$ cat src/rtl/trap_ctrl_if.sv
// Execute-stage / CSR-file bundle seen by the trap sequencer.
// master: trap_ctrl side; slave: pipeline and CSR file side.
interface trap_ctrl_if #(
  parameter int XLEN = 64
);
  logic            ex_valid_i;
  logic [XLEN-1:0] ex_pc_i;
  logic            ex_ecall_i;
  logic            ex_mret_i;
  logic            cpu_csr_wen_i;
  logic            global_int_en_i;
  logic            mtime_int_en_i;
  logic            mtime_int_pend_i;
  logic [XLEN-1:0] csr_mtvec_i;
  logic [XLEN-1:0] csr_mepc_i;
  logic [XLEN-1:0] csr_mstatus_i;
  logic            clint_csr_wen_o;
  logic [11:0]     clint_csr_waddr_o;
  logic [XLEN-1:0] clint_csr_wdata_o;
  logic            stall_o;
  logic            flush_o;
  logic            redirect_valid_o;
  logic [XLEN-1:0] redirect_pc_o;

  modport master (
    input  ex_valid_i, ex_pc_i, ex_ecall_i, ex_mret_i,
    input  cpu_csr_wen_i,
    input  global_int_en_i, mtime_int_en_i, mtime_int_pend_i,
    input  csr_mtvec_i, csr_mepc_i, csr_mstatus_i,
    output clint_csr_wen_o, clint_csr_waddr_o, clint_csr_wdata_o,
    output stall_o, flush_o, redirect_valid_o, redirect_pc_o
  );

  modport slave (
    output ex_valid_i, ex_pc_i, ex_ecall_i, ex_mret_i,
    output cpu_csr_wen_i,
    output global_int_en_i, mtime_int_en_i, mtime_int_pend_i,
    output csr_mtvec_i, csr_mepc_i, csr_mstatus_i,
    input  clint_csr_wen_o, clint_csr_waddr_o, clint_csr_wdata_o,
    input  stall_o, flush_o, redirect_valid_o, redirect_pc_o
  );
endinterface

$ cat src/rtl/trap_ctrl.sv
// M-mode trap entry / mret sequencer over the shared CSR write port.
// Define TRAP_VECTORED_EN to enable vectored interrupt targets.
module trap_ctrl #(
  parameter int              XLEN        = 64,
  parameter logic [XLEN-1:0] CAUSE_ECALL = XLEN'(11),
  parameter logic [XLEN-1:0] CAUSE_MTI   =
    {1'b1, {(XLEN-4){1'b0}}, 3'd7}
) (
  input  logic         clk,
  input  logic         rst_n,
  trap_ctrl_if.master  bus
);

  localparam logic [11:0] ADDR_MSTATUS = 12'h300;
  localparam logic [11:0] ADDR_MEPC    = 12'h341;
  localparam logic [11:0] ADDR_MCAUSE  = 12'h342;

  typedef enum logic [2:0] {
    IDLE,
    W_MEPC,
    W_MCAUSE,
    W_MSTATUS,
    MRET_MST,
    JUMP
  } state_t;

  state_t          state_q, state_d;
  logic [XLEN-1:0] pc_q, pc_d;
  logic [XLEN-1:0] cause_q, cause_d;
  logic            mret_q, mret_d;

  logic            irq;
  logic            busy_cpu;
  logic [XLEN-1:0] base;
  logic [XLEN-1:0] trap_tgt;
  logic [XLEN-1:0] mst_trap;
  logic [XLEN-1:0] mst_mret;

  assign irq = bus.global_int_en_i
             & bus.mtime_int_en_i
             & bus.mtime_int_pend_i;
  assign busy_cpu = bus.cpu_csr_wen_i;
  assign base = {bus.csr_mtvec_i[XLEN-1:2], 2'b00};

`ifdef TRAP_VECTORED_EN
  assign trap_tgt =
    (bus.csr_mtvec_i[1:0] == 2'b01 && cause_q[XLEN-1])
      ? base + XLEN'({cause_q[5:0], 2'b00})
      : base;
`else
  logic unused_mode;
  assign unused_mode = ^bus.csr_mtvec_i[1:0];
  assign trap_tgt = base;
`endif

  always_comb begin
    mst_trap        = bus.csr_mstatus_i;
    mst_trap[7]     = bus.csr_mstatus_i[3];
    mst_trap[3]     = 1'b0;
    mst_trap[12:11] = 2'b11;
    mst_mret        = bus.csr_mstatus_i;
    mst_mret[3]     = bus.csr_mstatus_i[7];
    mst_mret[7]     = 1'b1;
    mst_mret[12:11] = 2'b11;
  end

  always_ff @(posedge clk) begin
    if (!rst_n) begin
      state_q <= IDLE;
      pc_q    <= '0;
      cause_q <= '0;
      mret_q  <= 1'b0;
    end else begin
      state_q <= state_d;
      pc_q    <= pc_d;
      cause_q <= cause_d;
      mret_q  <= mret_d;
    end
  end

  always_comb begin
    state_d               = state_q;
    pc_d                  = pc_q;
    cause_d               = cause_q;
    mret_d                = mret_q;
    bus.clint_csr_wen_o   = 1'b0;
    bus.clint_csr_waddr_o = '0;
    bus.clint_csr_wdata_o = '0;
    bus.stall_o           = 1'b1;
    bus.flush_o           = 1'b0;
    bus.redirect_valid_o  = 1'b0;
    bus.redirect_pc_o     = '0;

    unique case (state_q)
      IDLE: begin
        bus.stall_o = 1'b0;
        if (bus.ex_valid_i) begin
          if (irq || bus.ex_ecall_i) begin
            bus.stall_o = 1'b1;
            pc_d        = bus.ex_pc_i;
            cause_d     = irq ? CAUSE_MTI : CAUSE_ECALL;
            mret_d      = 1'b0;
            state_d     = W_MEPC;
          end else if (bus.ex_mret_i) begin
            bus.stall_o = 1'b1;
            mret_d      = 1'b1;
            state_d     = MRET_MST;
          end
        end
      end
      W_MEPC: begin
        if (!busy_cpu) begin
          bus.clint_csr_wen_o   = 1'b1;
          bus.clint_csr_waddr_o = ADDR_MEPC;
          bus.clint_csr_wdata_o = pc_q;
          state_d               = W_MCAUSE;
        end
      end
      W_MCAUSE: begin
        if (!busy_cpu) begin
          bus.clint_csr_wen_o   = 1'b1;
          bus.clint_csr_waddr_o = ADDR_MCAUSE;
          bus.clint_csr_wdata_o = cause_q;
          state_d               = W_MSTATUS;
        end
      end
      W_MSTATUS: begin
        if (!busy_cpu) begin
          bus.clint_csr_wen_o   = 1'b1;
          bus.clint_csr_waddr_o = ADDR_MSTATUS;
          bus.clint_csr_wdata_o = mst_trap;
          state_d               = JUMP;
        end
      end
      MRET_MST: begin
        if (!busy_cpu) begin
          bus.clint_csr_wen_o   = 1'b1;
          bus.clint_csr_waddr_o = ADDR_MSTATUS;
          bus.clint_csr_wdata_o = mst_mret;
          state_d               = JUMP;
        end
      end
      JUMP: begin
        bus.flush_o          = 1'b1;
        bus.redirect_valid_o = 1'b1;
        bus.redirect_pc_o    = mret_q ? bus.csr_mepc_i : trap_tgt;
        state_d              = IDLE;
      end
      default: state_d = IDLE;
    endcase

    // Outputs stay quiet for the whole reset cycle.
    if (!rst_n) begin
      bus.clint_csr_wen_o   = 1'b0;
      bus.clint_csr_waddr_o = '0;
      bus.clint_csr_wdata_o = '0;
      bus.stall_o           = 1'b0;
      bus.flush_o           = 1'b0;
      bus.redirect_valid_o  = 1'b0;
      bus.redirect_pc_o     = '0;
    end
  end

endmodule

$ cat src/flat_wrapper.sv
// flat-port wrapper written by rule: the top's interface ports become plain ports
module trap_ctrl_flat 
#(
  parameter int              XLEN        = 64,
  parameter logic [XLEN-1:0] CAUSE_ECALL = XLEN'(11),
  parameter logic [XLEN-1:0] CAUSE_MTI   =
    {1'b1, {(XLEN-4){1'b0}}, 3'd7}
)
  (clk, rst_n, bus_ex_valid_i, bus_ex_pc_i, bus_ex_ecall_i, bus_ex_mret_i, bus_cpu_csr_wen_i, bus_global_int_en_i, bus_mtime_int_en_i, bus_mtime_int_pend_i, bus_csr_mtvec_i, bus_csr_mepc_i, bus_csr_mstatus_i, bus_clint_csr_wen_o, bus_clint_csr_waddr_o, bus_clint_csr_wdata_o, bus_stall_o, bus_flush_o, bus_redirect_valid_o, bus_redirect_pc_o);
  trap_ctrl_if #(.XLEN(XLEN)) bus_i ();
  input  logic clk;
  input  logic rst_n;
  input wire logic [$bits(bus_i.ex_valid_i)-1:0] bus_ex_valid_i;
  input wire logic [$bits(bus_i.ex_pc_i)-1:0] bus_ex_pc_i;
  input wire logic [$bits(bus_i.ex_ecall_i)-1:0] bus_ex_ecall_i;
  input wire logic [$bits(bus_i.ex_mret_i)-1:0] bus_ex_mret_i;
  input wire logic [$bits(bus_i.cpu_csr_wen_i)-1:0] bus_cpu_csr_wen_i;
  input wire logic [$bits(bus_i.global_int_en_i)-1:0] bus_global_int_en_i;
  input wire logic [$bits(bus_i.mtime_int_en_i)-1:0] bus_mtime_int_en_i;
  input wire logic [$bits(bus_i.mtime_int_pend_i)-1:0] bus_mtime_int_pend_i;
  input wire logic [$bits(bus_i.csr_mtvec_i)-1:0] bus_csr_mtvec_i;
  input wire logic [$bits(bus_i.csr_mepc_i)-1:0] bus_csr_mepc_i;
  input wire logic [$bits(bus_i.csr_mstatus_i)-1:0] bus_csr_mstatus_i;
  output wire logic [$bits(bus_i.clint_csr_wen_o)-1:0] bus_clint_csr_wen_o;
  output wire logic [$bits(bus_i.clint_csr_waddr_o)-1:0] bus_clint_csr_waddr_o;
  output wire logic [$bits(bus_i.clint_csr_wdata_o)-1:0] bus_clint_csr_wdata_o;
  output wire logic [$bits(bus_i.stall_o)-1:0] bus_stall_o;
  output wire logic [$bits(bus_i.flush_o)-1:0] bus_flush_o;
  output wire logic [$bits(bus_i.redirect_valid_o)-1:0] bus_redirect_valid_o;
  output wire logic [$bits(bus_i.redirect_pc_o)-1:0] bus_redirect_pc_o;
  assign bus_i.ex_valid_i = bus_ex_valid_i;
  assign bus_i.ex_pc_i = bus_ex_pc_i;
  assign bus_i.ex_ecall_i = bus_ex_ecall_i;
  assign bus_i.ex_mret_i = bus_ex_mret_i;
  assign bus_i.cpu_csr_wen_i = bus_cpu_csr_wen_i;
  assign bus_i.global_int_en_i = bus_global_int_en_i;
  assign bus_i.mtime_int_en_i = bus_mtime_int_en_i;
  assign bus_i.mtime_int_pend_i = bus_mtime_int_pend_i;
  assign bus_i.csr_mtvec_i = bus_csr_mtvec_i;
  assign bus_i.csr_mepc_i = bus_csr_mepc_i;
  assign bus_i.csr_mstatus_i = bus_csr_mstatus_i;
  assign bus_clint_csr_wen_o = bus_i.clint_csr_wen_o;
  assign bus_clint_csr_waddr_o = bus_i.clint_csr_waddr_o;
  assign bus_clint_csr_wdata_o = bus_i.clint_csr_wdata_o;
  assign bus_stall_o = bus_i.stall_o;
  assign bus_flush_o = bus_i.flush_o;
  assign bus_redirect_valid_o = bus_i.redirect_valid_o;
  assign bus_redirect_pc_o = bus_i.redirect_pc_o;
  trap_ctrl #(.XLEN(XLEN), .CAUSE_ECALL(CAUSE_ECALL), .CAUSE_MTI(CAUSE_MTI)) u_core (.clk(clk), .rst_n(rst_n), .bus(bus_i));
endmodule
$ cat config.mk
export PLATFORM = sky130hd
export DESIGN_NAME = trap_ctrl_flat
export DESIGN_NICKNAME = d
export VERILOG_FILES = /design/src/rtl/trap_ctrl_if.sv /design/src/rtl/trap_ctrl.sv /design/src/flat_wrapper.sv
export SDC_FILE = /design/constraint.sdc
export NUM_CORES = 1
export LEC_CHECK = 0
export CORE_AREA = 2 2 158 160
export DETAILED_ROUTE_END_ITERATION = 8
export DIE_AREA = 0 0 160 162
export GPL_ROUTABILITY_DRIVEN = 0
export HOLD_SLACK_MARGIN = 0.1
export PLACE_DENSITY = 0.64
export SLEW_MARGIN = 20
export SYNTH_ARGS = -nofsm -noshare
export SYNTH_HDL_FRONTEND = slang
export SYNTH_SLANG_ARGS = --single-unit
$ cat constraint.sdc
create_clock -name clk -period 5.8 [get_ports clk]
set_input_delay 1.45 -clock clk [delete_from_list [all_inputs] [get_ports clk]]
set_output_delay 1.45 -clock clk [all_outputs]
set_load 0.005 [all_outputs]
==> summary.txt <==
most frequent cell after synthesis -> nand2_1
Final HPWL DP -> 18.9 mm
via count -> 6174
Tmin final -> 5.24 ns
residual DRC count -> 0
worst-margin pin slew -> 0.974 ns
Setup TNS Final -> 0 ns
Commonest cells post-synth -> 186 x nand2_1, 126 x mux2i_1, 71 x dfxtp_1
initial antenna violation count -> 3
Synth top area share -> 0.275
synthesized flop and latch total -> 71
first-pass GRT wire length -> 36.7 mm
clk_lat worst skew -> 0.34 ns
RSZ-0062 raised after global routing -> false
Worst Path Arrival -> 3.79 ns
height of the die -> 162 um
max-cap violations -> 0
Post-Synthesis Cells -> 706
Die W -> 160 um
PortBufs -> 397
HP Class -> register to register
slew margin rel. -> 0.351
Core Region -> 0.0241 mm2
Crit. End Element -> output pin
setup violators final -> 0
DRT iter0 DRCs -> 333
Area contributors post-synth -> dfxtp_1 28%, mux2i_1 24%, nand2_1 14%
overall routing resource usage -> 0.184
Seq. cell area -> 0.00143 mm2
Post-Layout Cell Count -> 1388
Final Cycle Share -> 0.903
Fin. Hold Viols -> 0
CTS Sinks -> 71
routed vias/inst -> 4.45
Switch Pwr -> 0.459 mW
synth-to-layout area growth -> 86.3%
Leakage -> 3.21 nW
Int Power -> 1.18 mW
largest area contributor in the netlist -> dfxtp_1
sequential power share -> 0.346
Layout Nets -> 1322
Worst Setup Path Type -> input port to output pin
sequential share of the synthesized area -> 0.275
Cell Area, Synth -> 0.00516 mm2
clock skew -> 0.00667 ns
drt wl/cell -> 17.7 um
Comb pwr share -> 0.279
Max IR drop VDD -> 0.106 mV
clk buf depth -> 2
Fmax achieved -> 191 MHz
Final Max Tran Viols -> 0
Yosys cell types -> 42
fraction of layout cells with a size suffix above 1 -> 0.0584
largest net degree at the start of global routing -> 100
vias in the first global route -> 6137
quantity of hold-fixing buffers added after cts -> 0
fraction of registers with async set/reset -> 0
Core Rows -> 57
outcome -> complete, no violations
clk root buf -> clkbuf_16
Avg Cell Area, Syn -> 7.31 um2
Startpoint Class -> input port
worst slack at placement -> 0.521 ns
top_reg_cell synth -> dfxtp_1
die area -> 0.0259 mm2
area occupied by multi-input gates -> 0.00332 mm2
num ports -> 409
Reg clk slew, reported paths -> 0.06 ns
R2R depth -> 4
Net Sw Frac -> 0.280
Worst EP required -> 4.35 ns
Num CTS Buffers -> 9
PD cells -> 170 mW/mm2
Placed Instances -> 1370
Worst Path Max Fanout -> 54
global route overflow -> 0
Clk pwr share -> 0.375
worst setup margin -> 0.560 ns
total number of yosys warnings -> 0
DR pass1 iterations -> 5
Cells on Worst Hold Path -> 2
H-tree Lvls -> 3
Initial Util -> 0.214
post-CTS sizing -> 0
Detail Route Antenna Nets -> 0
final WL -> 24.5 mm
Fillers -> 2479
number of synthesized flops with an enable pin -> 0
Setup Buffers After CTS -> 0
CTS tree -> done
-- per-layer routing --
layer / GRT usage / up-vias / wire (um)
met1: 0.212 / 2825 / 10000
li1: - / 3067 / -
met2: 0.320 / 247 / 11800
met5: 0 / - / 13
met3: 0.0559 / 33 / 1830
met4: 0.0708 / 2 / 813
-- path summary, 6_finish.rpt --
check | startpoint | end | slack [ns]
min reg2reg | u_core.pc_q[28] | u_core.pc_q[28] | 0.46
max | bus_cpu_csr_wen_i | bus_clint_csr_wdata_o[24] | 0.56
min | u_core.pc_q[28] | u_core.pc_q[28] | 0.46
max reg2reg | u_core.state_q[2] | u_core.pc_q[60] | 3.17
-- worst max-delay path: stages --
cell	delay, ns
clkdlybuf4s50_1	0.66
nor4bb_4	0.44
buf_12	0.27
o21ai_0	0.13
a21oi_1	0.23
clkdlybuf4s50_1	0.55
-- cells in the final DEF, fill, tap and decap left out, types with 2 or more instances in the layout --
| cell | n |
|---|---|
| inv_1 | 4 |
| conb_1 | 7 |
| and3b_1 | 2 |
| o21ai_0 | 45 |
| a31oi_1 | 5 |
| clkinv_2 | 2 |
| a21oi_2 | 10 |
| buf_12 | 4 |
| mux2i_1 | 126 |
| clkbuf_8 | 2 |
| buf_4 | 10 |
| nand2_2 | 11 |
| nor4_1 | 2 |
| and2_1 | 2 |
| nor3_1 | 2 |
| nor4b_4 | 2 |
| dfxtp_1 | 70 |
| nand2_1 | 186 |
| a21oi_1 | 50 |
| o21ai_1 | 20 |
| diode_2 | 2 |
| a211oi_1 | 2 |
| nand3_1 | 2 |
| clkbuf_16 | 10 |
| and3_1 | 3 |
| nor2_1 | 66 |
| clkdlybuf4s50_1 | 396 |
-- power groups by stage --
stage | clock [mW] | sequential [mW] | combinational [mW]
floorplan | 0 | 0.552 | 0.240
global placement | 0 | 0.576 | 0.459
detailed placement | 0 | 0.577 | 0.463
CTS | 0.633 | 0.567 | 0.464
global route | 0.656 | 0.573 | 0.493
finish | 0.614 | 0.567 | 0.457
-- layout make-up --
cell class / instances / area share
Tap cell: 324 / 0.0421
Multi-Input combinational cell: 561 / 0.345
Clock buffer: 12 / 0.0289
Timing Repair Buffer: 410 / 0.428
Sequential cell: 71 / 0.148
Antenna cell: 2 / 0.000520
Inverter: 4 / 0.00156
Clock inverter: 4 / 0.00507
-- stage by stage --
stage	utilization	power, mW	cell area (um2)	hold WS, ns
final	0.399	1.64	9620	0.457
after global placement	0.385	1.03	9290	0.444
after detailed placement	0.385	1.04	9290	0.449
after floorplan	-	0.791	5190	0.430
after global routing	0.399	1.72	9610	0.473
after CTS	0.399	1.66	9610	0.459
-- cells by family (layout without fill, tap and decap cells) --
family	count (synthesis)	after routing	synth area share
multiplexers	127	127	0.246
AO/OA/AOI/OAI	139	139	0.150
AND/OR/NAND/NOR	287	287	0.235
buffers and inverters	80	430	0.0906
other	1	9	0.000726
flip-flops	71	71	0.275
XOR/XNOR	1	1	0.00170
-- sequential cells by signal, summed over array words and instances (netlist names) --
signal / flops
u_core.pc_q: 64
u_core.state_q: 3
u_core.cause_q: 3
u_core.mret_q: 1
No activity file was read; power rests on OpenSTA's default activity.
